**src/rtl/ddr2_rw_arbiter_if.sv**
```systemverilog
// MIG app-side handshake bundle shared by the DDR2 read/write burst arbiter.
// The arbiter uses the master modport; the MIG/FIFO side uses slave.
interface ddr2_rw_arbiter_if #(
  parameter int ADDR_W = 27,
  parameter int CNT_W  = 10
);
  logic              init_calib_complete;
  logic              wr_load;
  logic              rd_load;
  logic [CNT_W-1:0]  wfifo_rcount;
  logic [CNT_W-1:0]  rfifo_wcount;
  logic              app_rdy;
  logic              app_wdf_rdy;
  logic              app_rd_data_valid;
  logic              app_en;
  logic              app_wdf_wren;
  logic              app_wdf_end;
  logic [2:0]        app_cmd;
  logic [ADDR_W-1:0] app_addr;
  logic              rfifo_wren;
  logic              busy;

  modport master (
    input  init_calib_complete, wr_load, rd_load, wfifo_rcount, rfifo_wcount,
    input  app_rdy, app_wdf_rdy, app_rd_data_valid,
    output app_en, app_wdf_wren, app_wdf_end, app_cmd, app_addr, rfifo_wren, busy
  );

  modport slave (
    output init_calib_complete, wr_load, rd_load, wfifo_rcount, rfifo_wcount,
    output app_rdy, app_wdf_rdy, app_rd_data_valid,
    input  app_en, app_wdf_wren, app_wdf_end, app_cmd, app_addr, rfifo_wren, busy
  );
endinterface

```
**src/rtl/ddr2_rw_arbiter.sv**
```systemverilog
// Round-robin burst scheduler sharing the MIG app interface between the camera
// write path and the display read path, with frame-circular address pointers.
module ddr2_rw_arbiter #(
  parameter int ADDR_W      = 27,
  parameter int CNT_W       = 10,
  parameter int BURST_LEN   = 64,
  parameter int ADDR_STEP   = 8,
  parameter int FRAME_BEATS = 76800,
  parameter int WR_BASE     = 0,
  parameter int RD_BASE     = 0,
  parameter int RFIFO_DEPTH = 512
) (
  input  logic                 clk_in,
  input  logic                 rst,
  ddr2_rw_arbiter_if.master    bus
);
  localparam int FC_W = (FRAME_BEATS > 1) ? $clog2(FRAME_BEATS) : 1;
  localparam int BL_W = $clog2(BURST_LEN + 1);

  localparam logic [ADDR_W-1:0] STEP       = ADDR_W'(ADDR_STEP);
  localparam logic [ADDR_W-1:0] WR_BASE_A  = ADDR_W'(WR_BASE);
  localparam logic [ADDR_W-1:0] RD_BASE_A  = ADDR_W'(RD_BASE);
  localparam logic [FC_W-1:0]   FC_LAST    = FC_W'(FRAME_BEATS - 1);
  localparam logic [FC_W-1:0]   FC_ONE     = FC_W'(1);
  localparam logic [BL_W-1:0]   BL_FULL    = BL_W'(BURST_LEN);
  localparam logic [BL_W-1:0]   BL_ONE     = BL_W'(1);
  localparam logic [CNT_W-1:0]  WR_THRESH  = CNT_W'(BURST_LEN);
  localparam logic [CNT_W-1:0]  RD_THRESH  = CNT_W'(RFIFO_DEPTH - BURST_LEN);

  typedef enum logic [1:0] {S_IDLE, S_WRITE, S_READ} state_t;

  state_t            r_state;
  logic              r_last_grant;  // 1 = read was served last
  logic [BL_W-1:0]   r_beats_left;
  logic [BL_W-1:0]   r_cmds_left;
  logic [BL_W-1:0]   r_rdata_left;
  logic [ADDR_W-1:0] r_wr_ptr;
  logic [ADDR_W-1:0] r_rd_ptr;
  logic [FC_W-1:0]   r_wr_fcnt;
  logic [FC_W-1:0]   r_rd_fcnt;
  logic              r_wr_pend;
  logic              r_rd_pend;

  logic w_wr_req, w_rd_req;
  logic w_wr_beat, w_rd_cmd, w_rd_data;
  logic w_cmds_done, w_data_done;
  logic w_wr_reload, w_rd_reload;

  assign w_wr_req  = (bus.wfifo_rcount >= WR_THRESH);
  assign w_rd_req  = (bus.rfifo_wcount <= RD_THRESH);
  assign w_wr_beat = (r_state == S_WRITE) && (r_beats_left != '0) && bus.app_rdy && bus.app_wdf_rdy;
  assign w_rd_cmd  = (r_state == S_READ) && (r_cmds_left != '0) && bus.app_rdy;
  assign w_rd_data = (r_state == S_READ) && (r_rdata_left != '0) && bus.app_rd_data_valid;

  assign w_cmds_done = (r_cmds_left == '0) || ((r_cmds_left == BL_ONE) && w_rd_cmd);
  assign w_data_done = (r_rdata_left == '0) || ((r_rdata_left == BL_ONE) && w_rd_data);

  // A pending load waits until its own side is between bursts.
  assign w_wr_reload = (bus.wr_load || r_wr_pend) && (r_state != S_WRITE);
  assign w_rd_reload = (bus.rd_load || r_rd_pend) && (r_state != S_READ);

  assign bus.app_en       = w_wr_beat || w_rd_cmd;
  assign bus.app_wdf_wren = w_wr_beat;
  assign bus.app_wdf_end  = w_wr_beat;
  assign bus.app_cmd      = (r_state == S_WRITE) ? 3'b000 : 3'b001;
  assign bus.app_addr     = (r_state == S_READ) ? r_rd_ptr : r_wr_ptr;
  assign bus.rfifo_wren   = bus.app_rd_data_valid;
  assign bus.busy         = (r_state != S_IDLE);

  always_ff @(posedge clk_in or posedge rst) begin
    if (rst) begin
      r_state      <= S_IDLE;
      r_last_grant <= 1'b1;
      r_beats_left <= '0;
      r_cmds_left  <= '0;
      r_rdata_left <= '0;
    end else begin
      case (r_state)
        S_IDLE: begin
          if (bus.init_calib_complete) begin
            if (w_wr_req && (!w_rd_req || r_last_grant)) begin
              r_state      <= S_WRITE;
              r_beats_left <= BL_FULL;
              r_last_grant <= 1'b0;
            end else if (w_rd_req) begin
              r_state      <= S_READ;
              r_cmds_left  <= BL_FULL;
              r_rdata_left <= BL_FULL;
              r_last_grant <= 1'b1;
            end
          end
        end
        S_WRITE: begin
          if (w_wr_beat) begin
            r_beats_left <= r_beats_left - BL_ONE;
            if (r_beats_left == BL_ONE) r_state <= S_IDLE;
          end
        end
        S_READ: begin
          if (w_rd_cmd)  r_cmds_left  <= r_cmds_left - BL_ONE;
          if (w_rd_data) r_rdata_left <= r_rdata_left - BL_ONE;
          if (w_cmds_done && w_data_done) r_state <= S_IDLE;
        end
        default: r_state <= S_IDLE;
      endcase
    end
  end

  // Frame-circular pointers: reload beats increment, wrap replaces increment.
  always_ff @(posedge clk_in or posedge rst) begin
    if (rst) begin
      r_wr_ptr  <= WR_BASE_A;
      r_rd_ptr  <= RD_BASE_A;
      r_wr_fcnt <= '0;
      r_rd_fcnt <= '0;
      r_wr_pend <= 1'b0;
      r_rd_pend <= 1'b0;
    end else begin
      r_wr_pend <= w_wr_reload ? 1'b0 : (r_wr_pend || bus.wr_load);
      r_rd_pend <= w_rd_reload ? 1'b0 : (r_rd_pend || bus.rd_load);

      if (w_wr_reload) begin
        r_wr_ptr  <= WR_BASE_A;
        r_wr_fcnt <= '0;
      end else if (w_wr_beat) begin
        if (r_wr_fcnt == FC_LAST) begin
          r_wr_ptr  <= WR_BASE_A;
          r_wr_fcnt <= '0;
        end else begin
          r_wr_ptr  <= r_wr_ptr + STEP;
          r_wr_fcnt <= r_wr_fcnt + FC_ONE;
        end
      end

      if (w_rd_reload) begin
        r_rd_ptr  <= RD_BASE_A;
        r_rd_fcnt <= '0;
      end else if (w_rd_cmd) begin
        if (r_rd_fcnt == FC_LAST) begin
          r_rd_ptr  <= RD_BASE_A;
          r_rd_fcnt <= '0;
        end else begin
          r_rd_ptr  <= r_rd_ptr + STEP;
          r_rd_fcnt <= r_rd_fcnt + FC_ONE;
        end
      end
    end
  end
endmodule
```
**src/flat_wrapper.sv**
```systemverilog
// flat-port wrapper written by rule: the top's interface ports become plain ports
module ddr2_rw_arbiter_flat 
#(
  parameter int ADDR_W      = 27,
  parameter int CNT_W       = 10,
  parameter int BURST_LEN   = 64,
  parameter int ADDR_STEP   = 8,
  parameter int FRAME_BEATS = 76800,
  parameter int WR_BASE     = 0,
  parameter int RD_BASE     = 0,
  parameter int RFIFO_DEPTH = 512
)
  (clk_in, rst, bus_init_calib_complete, bus_wr_load, bus_rd_load, bus_wfifo_rcount, bus_rfifo_wcount, bus_app_rdy, bus_app_wdf_rdy, bus_app_rd_data_valid, bus_app_en, bus_app_wdf_wren, bus_app_wdf_end, bus_app_cmd, bus_app_addr, bus_rfifo_wren, bus_busy);
  ddr2_rw_arbiter_if #(.ADDR_W(ADDR_W), .CNT_W(CNT_W)) bus_i ();
  input  logic clk_in;
  input  logic rst;
  input wire logic [$bits(bus_i.init_calib_complete)-1:0] bus_init_calib_complete;
  input wire logic [$bits(bus_i.wr_load)-1:0] bus_wr_load;
  input wire logic [$bits(bus_i.rd_load)-1:0] bus_rd_load;
  input wire logic [$bits(bus_i.wfifo_rcount)-1:0] bus_wfifo_rcount;
  input wire logic [$bits(bus_i.rfifo_wcount)-1:0] bus_rfifo_wcount;
  input wire logic [$bits(bus_i.app_rdy)-1:0] bus_app_rdy;
  input wire logic [$bits(bus_i.app_wdf_rdy)-1:0] bus_app_wdf_rdy;
  input wire logic [$bits(bus_i.app_rd_data_valid)-1:0] bus_app_rd_data_valid;
  output wire logic [$bits(bus_i.app_en)-1:0] bus_app_en;
  output wire logic [$bits(bus_i.app_wdf_wren)-1:0] bus_app_wdf_wren;
  output wire logic [$bits(bus_i.app_wdf_end)-1:0] bus_app_wdf_end;
  output wire logic [$bits(bus_i.app_cmd)-1:0] bus_app_cmd;
  output wire logic [$bits(bus_i.app_addr)-1:0] bus_app_addr;
  output wire logic [$bits(bus_i.rfifo_wren)-1:0] bus_rfifo_wren;
  output wire logic [$bits(bus_i.busy)-1:0] bus_busy;
  assign bus_i.init_calib_complete = bus_init_calib_complete;
  assign bus_i.wr_load = bus_wr_load;
  assign bus_i.rd_load = bus_rd_load;
  assign bus_i.wfifo_rcount = bus_wfifo_rcount;
  assign bus_i.rfifo_wcount = bus_rfifo_wcount;
  assign bus_i.app_rdy = bus_app_rdy;
  assign bus_i.app_wdf_rdy = bus_app_wdf_rdy;
  assign bus_i.app_rd_data_valid = bus_app_rd_data_valid;
  assign bus_app_en = bus_i.app_en;
  assign bus_app_wdf_wren = bus_i.app_wdf_wren;
  assign bus_app_wdf_end = bus_i.app_wdf_end;
  assign bus_app_cmd = bus_i.app_cmd;
  assign bus_app_addr = bus_i.app_addr;
  assign bus_rfifo_wren = bus_i.rfifo_wren;
  assign bus_busy = bus_i.busy;
  ddr2_rw_arbiter #(.ADDR_W(ADDR_W), .CNT_W(CNT_W), .BURST_LEN(BURST_LEN), .ADDR_STEP(ADDR_STEP), .FRAME_BEATS(FRAME_BEATS), .WR_BASE(WR_BASE), .RD_BASE(RD_BASE), .RFIFO_DEPTH(RFIFO_DEPTH)) u_core (.clk_in(clk_in), .rst(rst), .bus(bus_i));
endmodule
```
**config.mk**
```make
export PLATFORM = sky130hd
export DESIGN_NAME = ddr2_rw_arbiter_flat
export DESIGN_NICKNAME = d
export VERILOG_FILES = /design/src/rtl/ddr2_rw_arbiter_if.sv /design/src/rtl/ddr2_rw_arbiter.sv /design/src/flat_wrapper.sv
export SDC_FILE = /design/constraint.sdc
export NUM_CORES = 1
export LEC_CHECK = 0
export ABC_AREA = 1
export CORE_ASPECT_RATIO = 0.75
export CORE_UTILIZATION = 45
export CTS_CLUSTER_DIAMETER = 40
export DETAILED_ROUTE_END_ITERATION = 7
export SETUP_SLACK_MARGIN = 0.2
export SKIP_CTS_REPAIR_TIMING = 1
export SLEW_MARGIN = 30
export SYNTH_ARGS = -nofsm -noshare
export SYNTH_HDL_FRONTEND = slang
export SYNTH_SLANG_ARGS = --single-unit
```
**constraint.sdc**
```tcl
create_clock -name clk_in -period 4.35 [get_ports clk_in]
set_input_delay 0.6525 -clock clk_in [delete_from_list [all_inputs] [get_ports clk_in]]
set_output_delay 0.6525 -clock clk_in [all_outputs]
set_load 0.005 [all_outputs]
```
==> impl_metrics.ini <==
[grt]
grt_start_max_net_pins = 58
grt_pass1_wl_um = 28360
antenna_found_initial = 0
use_met2 = 0.3123
track_usage = 0.2187
gr-usage-met3 = 0.04774
gr-usage-met1 = 0.3327
busiest_layer = met1
gr-total-overflow = 0
first_global_vias = 5636

[critical_path]
cp-end-kind = primary output
crit_chain = inv_2 -> nand2_4 -> inv_1 -> o21ai_0 -> clkdlybuf4s50_1
crit_arrival_ps = 2650
worstSetupPathType = flop to primary output
cp-start-kind = flop
cp_slowest_cell = clkdlybuf4s50_1
crit_buf_inv = 3
worst_ep_required_time_ps = 3700
cp_max_fo = 49
cp_top_family = buffers and inverters
worst_path_largest_cell_delay_ps = 570

[routing]
wire_per_inst_um = 13.58
num_vias = 6371
route.detailed.drc = 0
routed_wl_um = 17080
drt_pass1_iterations = 6
detailedRoute.firstIterationViolations = 472
vias_per_cell = 5.064
drtAntennaViolNets = 0

[cells_and_area]
syn2layout_area_growth_pct = 13.00
layout-drive-gt1-share = 0.07123
fin_nets = 1090
nFillCells = 1531
final_core_util = 0.5247
design_area_sq_um = 8039
n_antenna_cell = 0
final_cell_count_no_fill = 1258

[yosys]
synthSimpleGateAreaFrac = 0.3672
syn_area_per_cell_sq_um = 7.044
yosys.area_share.adder = 0.02286
ys_warn_count = 0
muxShareOfSynthArea = 0
netlist.area_leader.share = 0.3764
synth_area_leaders = dfrtp_1 38%, nand2_1 14%, nor2_1 6.8%
synth_cell_types = 43
synthCells = 1010
synth_top_family_by_area = simple AND/OR/NAND/NOR gates
synth_xor_area_frac = 0.02955
netlist.top_cell.by_area = dfrtp_1
synth_area_sq_um = 7114
synth_compound_area_frac = 0.1015
ys_ff_latch = 108
yosysSeqAreaShare = 0.3801

[placed_design]
place_area_sq_um = 7700
numPortBuffers = 51
post-dp-hpwl_um = 12340
dp_cells = 1243
gp_congestion = 0.8431

[floorplan]
die_w_um = 147.2
initial_core_util = 0.4643
fp.dieH_um = 110.9
boundaryPins = 63
die_area_sq_um = 16320
coreArea_sq_um = 15320
num_rows = 39

[clock_network]
clockBufferDepth = 2
cts_root_buffer = clkbuf_16
cts_buffers = 9
htreeDepth = 3
clkSinkCount = 108
cts_tree = done
clk_pin_slew_ps = 70
clk_latency_ps = 360

[power]
power_density_nw_per_um2 = 396.3
leakagePower_nw = 3.697
p_total_w = 0.003186
ir_worst_vdd_v = 0.0003515

[timing]
relSlewSlack = 0.5149
skew_ps = 6.560
hold_viol = 0
layout_min_cycle_time_ps = 3302
finalMaxSlewViolations = 0
clock.fmax_mhz = 302.9
tightest_slew_ps = 727.7
finalSetupViolations = 0
rsz0062_at_grt = no
tns_ps = 0
timing.final.crit_share = 0.7590

[status]
status = finished clean

[flow_run]
cap_violations = 0

[worst_hold_path]
hold_path_class = flop to flop
-- cells by family after synthesis --
kind of cell | after synthesis
xor gates and xnor gates | 24
buffers and inverters | 157
AOI/OAI and AO/OA | 127
and+or+nand+nor | 580
DFF | 108
other | 1
adders and majority gates | 13
-- cells in the final DEF (no fill, tap or decap), types with 2 or more instances in the layout --
| cell | n |
|---|---|
| a21oi_1 | 33 |
| bufinv_16 | 3 |
| nor3_2 | 5 |
| nand2_2 | 7 |
| nor2_2 | 9 |
| inv_1 | 119 |
| o21ai_0 | 55 |
| nand2_1 | 272 |
| nand3b_1 | 3 |
| nand4_1 | 33 |
| o21ai_4 | 2 |
| xor2_1 | 22 |
| a21oi_2 | 2 |
| nand2_4 | 5 |
| clkinv_2 | 3 |
| and3_1 | 2 |
| dfrtp_1 | 107 |
| ha_1 | 13 |
| o31ai_1 | 2 |
| inv_2 | 6 |
| nand3_1 | 71 |
| buf_4 | 3 |
| nor2_4 | 7 |
| xnor2_1 | 2 |
| nor2_1 | 128 |
| nor3_1 | 26 |
| conb_1 | 5 |
| o21ai_1 | 12 |
| nand3_2 | 6 |
| o21bai_1 | 15 |
| or2_2 | 4 |
| clkbuf_16 | 9 |
| clkdlybuf4s50_1 | 51 |
-- sequential cells by signal (all words and copies together) (netlist names) --
signal / flops
u_core.r_cmds_left: 7
u_core.r_rd_pend: 1
u_core.r_rdata_left: 7
u_core.r_rd_ptr: 24
u_core.r_last_grant: 1
u_core.r_wr_ptr: 24
u_core.r_state: 2
u_core.r_beats_left: 7
u_core.r_wr_pend: 1
u_core.r_rd_fcnt: 17
u_core.r_wr_fcnt: 17
-- metal layers --
metal / vias to the layer above / part of all wire
met3: 14 / 0.055
met5: - / 0
met2: 155 / 0.41
li1: 3302 / -
met1: 2900 / 0.53
met4: 0 / 0.010
-- where the power goes --
part	internal, W	switching (W)	total [W]
logic	0.000363	0.000632	0.000996
clock network	0.000574	0.000382	0.000956
registers	0.00112	0.000113	0.00123
-- cell type report --
cell class / instances / area [sq um] / share of cell area
clock inverters: 5 / 100.1 / 0.01245
repair buffers: 54 / 533.0 / 0.06630
multi-input cells: 749 / 3726 / 0.4635
well taps: 205 / 256.5 / 0.03191
flip-flops and latches: 108 / 2704 / 0.3363
clock buffers: 10 / 239.0 / 0.02973
inverters: 127 / 480.5 / 0.05977
-- stage by stage --
step                setup slack, ps  hold slack (ps)
floorplan                     853.6            458.8
global placement               1474            486.9
detailed placement             1467            488.4
CTS                            1075            507.4
global route                  894.9            524.0
finish                         1048            505.7
-- path summary, 6_finish.rpt --
| path | to | cells after the start | from | slack (ps) |
|---|---|---|---|---|
| max | bus_app_addr[14] | 5 | u_core.r_state[0] | 1050 |
| min reg2reg | u_core.r_beats_left[6] | 2 | u_core.r_beats_left[6] | 510 |
| min in group asynchronous | u_core.r_beats_left[0] | 2 | rst | 770 |
| max in group asynchronous | u_core.r_wr_ptr[16] | 3 | rst | 2810 |
| min | u_core.r_beats_left[6] | 2 | u_core.r_beats_left[6] | 510 |
| max reg2reg | u_core.r_rd_ptr[13] | 7 | u_core.r_state[0] | 1820 |
-- worst min-delay path, stage by stage, from the launching register on --
cell	delay, ps
dfrtp_1	350
nand2_1	60
o21ai_1	60
-- synth_stat cells (all sizes together) --
cell type,n
conb,1
nor3,31
inv,126
nand3b,3
o21a,1
dfrtp,107
and3,2
o22ai,1
nor2,144
nand3,77
o21ai,70
a21o,1
o31ai,2
ha,13
o21bai,15
or2,4
xnor2,2
clkbuf,4
clkinv,1
nand2,284
dfstp,1
nor3b,1
and2,1
nand4,33
a22oi,1
a31oi,1
buf,26
xor2,22
a21oi,35
Power figures use the tool's default switching activity.
